File: src/rtl/axis_gate_scheduler_pkg.sv
// -----------------------------------------------------------------------------
// axis_gate_scheduler_pkg
// Shared definitions for the time-triggered gate command scheduler:
//   - FSM state encoding
//   - bit positions of the fields inside a 192-bit command word
//   - tick counter and late counter widths
//   - the unsigned "late" comparison used at command acceptance
// No ports (package).
// -----------------------------------------------------------------------------
package axis_gate_scheduler_pkg;

    typedef enum logic [1:0] {
        ST_IDLE = 2'd0,
        ST_WAIT = 2'd1,
        ST_SEND = 2'd2
    } state_e;

    localparam int CMD_W      = 192;
    localparam int GATE_W     = 128;
    localparam int TICK_W     = 64;
    localparam int LATE_CNT_W = 32;

    // Command word layout
    localparam int START_LSB  = 128;
    localparam int START_MSB  = 191;
    localparam int WIDTH_LSB  = 0;
    localparam int WIDTH_MSB  = 63;
    localparam int POFF_LSB   = 64;
    localparam int POFF_MSB   = 95;
    localparam int LEVEL_LSB  = 96;
    localparam int LEVEL_MSB  = 111;

    // A command is late when its start tick is strictly behind the timer.
    // Start equal to the timer counts as on time.
    function automatic logic is_late(input logic [TICK_W-1:0] start,
                                     input logic [TICK_W-1:0] now);
        return (start < now);
    endfunction

endpackage

File: src/rtl/axis_gate_scheduler_timer.sv
// -----------------------------------------------------------------------------
// axis_gate_scheduler_timer
// Free-running 64-bit tick counter. Clear has priority over run; the counter
// wraps modulo 2^64 with no special handling.
// Ports:
//   clk_i    in   clock, rising edge
//   rst_i    in   synchronous active-high reset (counter -> 0)
//   run_i    in   increment enable
//   clear_i  in   synchronous clear, overrides run_i
//   timer_o  out  current counter value (registered)
// -----------------------------------------------------------------------------
module axis_gate_scheduler_timer
    import axis_gate_scheduler_pkg::*;
(
    input  logic              clk_i,
    input  logic              rst_i,
    input  logic              run_i,
    input  logic              clear_i,
    output logic [TICK_W-1:0] timer_o
);

    logic [TICK_W-1:0] timer_q;
    logic [TICK_W-1:0] timer_d;

    always_comb begin
        timer_d = timer_q;
        if (clear_i) begin
            timer_d = '0;
        end else if (run_i) begin
            timer_d = timer_q + {{(TICK_W-1){1'b0}}, 1'b1};
        end
    end

    always_ff @(posedge clk_i) begin
        if (rst_i) begin
            timer_q <= '0;
        end else begin
            timer_q <= timer_d;
        end
    end

    assign timer_o = timer_q;

endmodule

File: src/rtl/axis_gate_scheduler.sv
// -----------------------------------------------------------------------------
// axis_gate_scheduler
// Time-triggered front end for the gate controller. A timestamped command is
// accepted on the AXI4-Stream slave, held until the tick counter reaches its
// start tick, then its 128-bit gate word is offered on the AXI4-Stream master.
// Commands arriving after their start tick are counted (saturating) and either
// forwarded at once (LATE_DROP=0) or discarded (LATE_DROP=1). One command deep.
//
// Handshake: a beat transfers on a rising edge where both tvalid and tready are
// high. tvalid, once raised, stays high with tdata stable until that transfer;
// a source never waits for tready before asserting tvalid.
//
// Ports:
//   aclk           in   clock, rising edge
//   areset         in   synchronous active-high reset
//   cfg_run        in   tick counter increments while high
//   cfg_clear      in   synchronous tick counter clear, beats cfg_run
//   s_axis_tready  out  command accept (high in IDLE)
//   s_axis_tdata   in   [191:128] start tick, [127:0] gate word
//   s_axis_tvalid  in   command valid
//   m_axis_tready  in   gate controller accept
//   m_axis_tdata   out  latched gate word
//   m_axis_tvalid  out  gate word valid (high in SEND)
//   timer          out  current tick counter
//   late_cnt       out  saturating count of late commands
//   busy           out  high in WAIT or SEND
// All outputs come straight from registers or decode of registered state.
// -----------------------------------------------------------------------------
module axis_gate_scheduler
    import axis_gate_scheduler_pkg::*;
#(
    parameter bit LATE_DROP = 1'b0
) (
    input  logic                  aclk,
    input  logic                  areset,
    input  logic                  cfg_run,
    input  logic                  cfg_clear,
    output logic                  s_axis_tready,
    input  logic [CMD_W-1:0]      s_axis_tdata,
    input  logic                  s_axis_tvalid,
    input  logic                  m_axis_tready,
    output logic [GATE_W-1:0]     m_axis_tdata,
    output logic                  m_axis_tvalid,
    output logic [TICK_W-1:0]     timer,
    output logic [LATE_CNT_W-1:0] late_cnt,
    output logic                  busy
);

    state_e                  state_q, state_d;
    logic [TICK_W-1:0]       start_q, start_d;
    logic [GATE_W-1:0]       gate_q,  gate_d;
    logic [LATE_CNT_W-1:0]   late_q,  late_d;
    logic [TICK_W-1:0]       timer_w;
    logic [TICK_W-1:0]       cmd_start;

    axis_gate_scheduler_timer u_timer (
        .clk_i   (aclk),
        .rst_i   (areset),
        .run_i   (cfg_run),
        .clear_i (cfg_clear),
        .timer_o (timer_w)
    );

    assign cmd_start = s_axis_tdata[START_MSB:START_LSB];

    always_comb begin
        state_d = state_q;
        start_d = start_q;
        gate_d  = gate_q;
        late_d  = late_q;

        case (state_q)
            ST_IDLE: begin
                if (s_axis_tvalid) begin
                    if (is_late(cmd_start, timer_w)) begin
                        if (late_q != {LATE_CNT_W{1'b1}}) begin
                            late_d = late_q + {{(LATE_CNT_W-1){1'b0}}, 1'b1};
                        end
                        // A dropped command leaves the previous gate word on
                        // m_axis_tdata; tvalid stays low so nothing is offered.
                        if (!LATE_DROP) begin
                            start_d = cmd_start;
                            gate_d  = s_axis_tdata[GATE_W-1:0];
                            state_d = ST_SEND;
                        end
                    end else begin
                        start_d = cmd_start;
                        gate_d  = s_axis_tdata[GATE_W-1:0];
                        state_d = ST_WAIT;
                    end
                end
            end
            ST_WAIT: begin
                // Compared against the registered timer, so SEND begins one
                // tick after the timer equals start.
                if (!is_late(timer_w, start_q)) begin
                    state_d = ST_SEND;
                end
            end
            ST_SEND: begin
                if (m_axis_tready) begin
                    state_d = ST_IDLE;
                end
            end
            default: begin
                state_d = ST_IDLE;
            end
        endcase
    end

    always_ff @(posedge aclk) begin
        if (areset) begin
            state_q <= ST_IDLE;
            start_q <= '0;
            gate_q  <= '0;
            late_q  <= '0;
        end else begin
            state_q <= state_d;
            start_q <= start_d;
            gate_q  <= gate_d;
            late_q  <= late_d;
        end
    end

    assign s_axis_tready = (state_q == ST_IDLE);
    assign m_axis_tvalid = (state_q == ST_SEND);
    assign busy          = (state_q == ST_WAIT) || (state_q == ST_SEND);
    assign m_axis_tdata  = gate_q;
    assign late_cnt      = late_q;
    assign timer         = timer_w;

endmodule

File: config.mk
export PLATFORM = sky130hd
export DESIGN_NAME = axis_gate_scheduler
export DESIGN_NICKNAME = d
export VERILOG_FILES = /design/src/rtl/axis_gate_scheduler_pkg.sv /design/src/rtl/axis_gate_scheduler_timer.sv /design/src/rtl/axis_gate_scheduler.sv
export SDC_FILE = /design/constraint.sdc
export NUM_CORES = 1
export LEC_CHECK = 0
export CELL_PAD_IN_SITES_DETAIL_PLACEMENT = 0
export CELL_PAD_IN_SITES_GLOBAL_PLACEMENT = 1
export CORE_UTILIZATION = 30
export CTS_CLUSTER_SIZE = 25
export DETAILED_ROUTE_END_ITERATION = 10
export PLACE_DENSITY = 0.74
export RECOVER_POWER = 25
export SLEW_MARGIN = 0
export SYNTH_ARGS = -nofsm -noshare
export SYNTH_HDL_FRONTEND = slang
export SYNTH_HIERARCHICAL = 1
export SYNTH_SLANG_ARGS = --single-unit
File: constraint.sdc
create_clock -name aclk -period 2.95 [get_ports aclk]
set_input_delay 0.4425 -clock aclk [delete_from_list [all_inputs] [get_ports aclk]]
set_output_delay 0.4425 -clock aclk [all_outputs]
set_load 0.03 [all_outputs]
**Word-level counts from Yosys, hierarchy flattened**

Cells that the tools add are included.

- Flip-flop bits (word level): 290
- Input port bits: 198
- Output and inout port bits: 227
- Word-level logic and storage cells: 26

- Add/sub/neg operators: 2
- Magnitude comparators: 2
- Eq/ne operators: 6
- Multiplexer cells: 5
- Reduce and logical (&&, ||, !) cells: 6

Operators by type and width:

| cell | count |
|---|---|
| 64-bit < comparator | 2 |
| 64-bit by 1-bit adder with 64-bit output (second input constant) | 1 |
| 32-bit by 1-bit adder with 32-bit output (second input constant) | 1 |
| 32-bit inequality test (second input constant) | 1 |
| 2-bit two-way mux | 4 |
| 2-bit one-hot mux with 3 select lines | 1 |
| 2-bit inequality test (second input constant) | 2 |
| 4-bit AND reduction | 1 |
| 3-bit AND reduction | 1 |
| 2-bit by 1-bit equality test with 1-bit output (second input constant) | 1 |
| 2-bit equality test (second input constant) | 1 |
| 2-bit logical NOT | 1 |
| 2-bit by 1-bit inequality test with 1-bit output (second input constant) | 1 |
| 2-bit AND reduction | 1 |
| 2-bit OR reduction | 1 |
| 1-bit logical OR | 1 |

**Depth between registers and ports, before layout**

- Depth after elaboration: 4
- Mapped depth: 12

**Hierarchy**

Netlist, hierarchy kept.

By module, submodules not included:

| module | times used | cells each | area each (sq um) | sequential area each (sq um) |
|---|---|---|---|---|
| axis_gate_scheduler | 1 | 1516 | 11507.3 | 4524.3 |
| axis_gate_scheduler_timer | 1 | 375 | 3139.3 | 1281.2 |

**Worst setup path before layout**

OpenSTA, ideal clock, no wires.

- Path kind: register to register
- Start: register u_timer.timer_q[38] (netlist: u_timer/timer_o[38])
- End: register late_q[28] (netlist: late_cnt[28])
- Setup time: 123 ps
- Arrival: 2872 ps
- Required time: 2827 ps
- Path slack: -45 ps
- Stages on the path, launching flop included: 12
- Path buffers: 1
- Period minus slack after synthesis: 2995 ps
- Cell sequence: dfxtp_1 -> inv_1 -> ha_1 -> a21oi_1 -> nand2_1 -> a221o_1 -> a221o_1 -> a31oi_4 -> nand4_1 -> buf_2 -> nor3_1 -> mux2_1

- Longest elaborated chain between the ends: 2

Ends and longest elaborated chain:

| element | RTL line | RTL |
|---|---|---|
| start, declared | axis_gate_scheduler_timer.sv:22 | `logic [TICK_W-1:0] timer_q;` |
| start signal, assigned | axis_gate_scheduler_timer.sv:38 | `timer_q <= timer_d;` |
| 64-bit < comparator | axis_gate_scheduler_pkg.sv:37 | `return (start < now);` |
| 4-bit AND reduction (no source line) | n/a |  |
| end signal, assigned | axis_gate_scheduler.sv:121 | `late_q <= late_d;` |
| end, declared | axis_gate_scheduler.sv:52 | `logic [LATE_CNT_W-1:0] late_q, late_d;` |

Every way passes these cells.
A chain may end at the register's enable or synchronous reset.

**Final worst setup path**

- Start: register start_q[10]
- End: register state_q[0]

- Longest elaborated chain between the ends: 3

Ends and longest elaborated chain:

| element | RTL line | RTL |
|---|---|---|
| start, declared | axis_gate_scheduler.sv:50 | `logic [TICK_W-1:0] start_q, start_d;` |
| start signal, assigned | axis_gate_scheduler.sv:119 | `start_q <= start_d;` |
| 64-bit < comparator | axis_gate_scheduler_pkg.sv:37 |  |
| 2-bit inequality test (no source line) | n/a |  |
| 3-bit AND reduction (no source line) | n/a |  |
| end signal, assigned | axis_gate_scheduler.sv:118 | `state_q <= state_d;` |
| end, declared | axis_gate_scheduler.sv:49 | `state_e state_q, state_d;` |

Every way passes these cells.

==> results.tsv <==
metric	value	unit
crit_fanout	3	
grt_setup_unrepaired	true	
ys_types	58	
finClkSkew	0.01756	ns
n_fill_cell	4699	
synth_edf_count	0	
synth-xor-area-share	2.033	%
status	finished, violations left	
crit_cells	12	
synth-adder-area-share	11.19	%
ys_ff_latch	290	
path_cells	inv_2 > ha_4 > nand4_1 > or4_4 > or4_4 > a31oi_1 > buf_4 > o31ai_4 > a222oi_1 > buf_4 > nand2b_4 > a21oi_2	
hold_depth	3	
track_usage	20.63	%
grt_max_degree	142	
cts_buffers	38	
setup_viol	0	
start_util	30.55	%
die_area	0.04971	mm^2
ys_dominant_reg_cell	dfxtp_1	
slew_headroom	-14.28	%
clockBufferDepth	3	
fp.coreArea	0.04795	mm^2
die_w	223.0	um
whs	0.2452	ns
path_delay_family	simple AND/OR/NAND/NOR gates	
grt_pass1_vias	14730	
grtUsageMet2	34.56	%
grt_pass1_wl	81.24	mm
synthCells	1891	
timing_worst_setup_path_type	reg2reg	
holdCritPathClass	in2reg	
clk_latency	0.55	ns
ios	425	
syn_nets	2220	
num-nets-final	2748	
min_period_over_period	98.68	%
post-route-min-period	2.911	ns
ir_drop	466.7	uV
crit_buf_inv	3	
cap_violations	1	
tightest_slew	1.714	ns
vias	15100	
routed_via_density	4.935	
dp_hpwl	38.47	mm
grt-busiest-layer	met2	
finalWirelength	52.62	mm
violations	max-capacitance violations, max-slew violations	
yosysSeqAreaShare	39.64	%
netlist_area	0.01465	mm^2
synth_top_family_by_area	simple AND/OR/NAND/NOR gates	
syn2layout_area_growth	52.65	%
synth-simple-area-share	24.71	%
synthMuxAreaShare	0.5296	%
leakage	8.582	nW
yosysWarnings	6	
dr.first_iter.drc_count	815	
cts_root_buf	clkbuf_16	
cts.sinks	290	
antenna_found_initial	4	
synth_compound_gate_area_share	15.55	%
use_met1	26.22	%
regArea	0.005858	mm^2
power	13.53	mW
fmax	343.5	MHz
hold_viol	0	
cts_hold_buf	0	
async_flop_share	0	%
cp-start-kind	flop	
end_kind	flop	
portBuffers	424	
cp.arrival	3.31	ns
drive_above_1_share	13.39	%
required	3.35	ns
path_clk_slew	0.06	ns
fp.dieH	223.0	um
row_count	80	
grt_overflow	0	
met3_usage	4.451	%
postLayoutCoreUtil	46.63	%
first_pass_iters	5	
ant_nets	0	
place.gp.congestion	0.8159	
htreeDepth	2	
synth.avg_cell_area	7.745	um^2
route.detailed.drc	0	
multiInputGateArea	0.008389	mm^2
worstRegToRegCells	12	
slowest_delay	0.56	ns
wl_per_cell	17.20	um
crit_slowest_cell	or4_4	
power_density	605.0	mW/mm^2
cts_tree	done	
slew_violations	166	
-- per-layer routing --
metal / share of wire, % / wire, um
met1: 45 / 23650
met2: 47 / 24910
met3: 5.6 / 2969
met4: 2.0 / 1068
met5: 0.048 / 25
-- worst reg2reg max path, stage by stage (launching register included) --
cell and delay (ns):
dfxtp_2 0.33, inv_2 0.05, ha_4 0.26, nand4_1 0.15
or4_4 0.56, or4_4 0.45, a31oi_1 0.15, buf_4 0.15
o31ai_4 0.09, a222oi_1 0.23, buf_4 0.18, nand2b_4 0.12
a21oi_2 0.05
-- path summary, 6_finish.rpt --
check                    start           endpoint  slack (ns)
max reg2reg        start_q[10]         state_q[0]        0.04
min          s_axis_tdata[163]        start_q[35]        0.25
min reg2reg  m_axis_tdata[115]  m_axis_tdata[115]        0.45
max                start_q[10]         state_q[0]        0.04
-- registers in the layout (all words and copies together) (netlist names) --
name and cells:
start_q 64, m_axis_tdata 128, u_timer/timer_o 64, state_q 2, late_cnt 32
-- per-stage QoR --
| step | cells | setup slack [ns] | TNS [ns] | area [um^2] |
|---|---|---|---|---|
| final | 3059 | 0.03905 | 0 | 22360 |
| after CTS | 3048 | 0.0004530 | 0 | 21920 |
| after floorplan | 1891 | 0.003859 | 0 | 14650 |
| after global routing | 3058 | -0.08526 | -0.3896 | 22360 |
| after global placement | 2971 | -0.7528 | -21.62 | 20380 |
| after detailed placement | 2971 | -0.8523 | -24.64 | 20380 |
-- area by class of cell --
class	count	share of cell area [%]
tap	615	3.442
clock buffer	58	5.322
antenna	2	0.02239
timing repair buffer	581	24.72
sequential	290	26.20
multi-input combinational	1358	37.52
inverter	150	2.518
clock inverter	5	0.2518
-- cells by family after synthesis --
logic type | Yosys count
flops | 290
compound gates | 408
simple gates | 778
xor+xnor | 34
mux | 7
fa+ha+maj | 131
buf+inv | 243
-- Yosys cell counts, drive strengths merged, types with 5 or more instances --
| master | instances | area, um^2 |
|---|---|---|
| and2 | 5 | 31.28 |
| or3 | 21 | 131.4 |
| nand2 | 464 | 1742 |
| dfxtp | 290 | 5806 |
| and4 | 14 | 123.9 |
| xnor2 | 17 | 148.9 |
| o21ai | 38 | 190.2 |
| and3 | 11 | 68.82 |
| mux2 | 6 | 67.56 |
| a21o | 13 | 97.59 |
| nand3 | 46 | 230.2 |
| a21oi | 293 | 1466 |
| or4 | 34 | 255.2 |
| ha | 131 | 1639 |
| nand4 | 58 | 417.9 |
| nor2 | 73 | 276.5 |
| xor2 | 17 | 148.9 |
| inv | 150 | 563.0 |
| clkbuf | 83 | 311.6 |
| nor2b | 5 | 31.28 |
| nor4 | 17 | 133.9 |
| buf | 10 | 55.05 |
| nor3 | 23 | 125.1 |
| o31ai | 30 | 225.2 |
-- cells in the final DEF, fill, tap and decap left out, types with 8 or more instances in the layout --
cell,count
nand2_1,461
a21o_1,13
dfxtp_2,27
dfxtp_1,258
ha_1,113
inv_1,141
and4_1,13
xnor2_1,17
clkbuf_8,10
nor2_1,69
xor2_1,17
nor3_1,17
clkdlybuf4s50_1,330
ha_4,17
dlygate4sd3_1,90
or3_1,21
nand3_1,45
a21oi_1,284
buf_4,140
o21ai_1,8
or4_1,31
nor4_1,12
buf_6,10
clkbuf_16,41
nand4_1,52
inv_2,9
a21oi_2,9
clkbuf_1,8
o21ai_0,29
and3_1,11
o31ai_1,26
-- power by group --
group	internal (mW)	switching, mW
Clock	2.85	1.77
Sequential	4.43	0.258
Combinational	1.60	2.62
-- what timing repair did --
item	CTS	global route
setup buffers	13	10
endpoints found under the setup margin	34	34
resized for setup	35	91
gates cloned	1	0
pin swaps	24	18
Note: power is estimated with default switching activity, not from simulation.
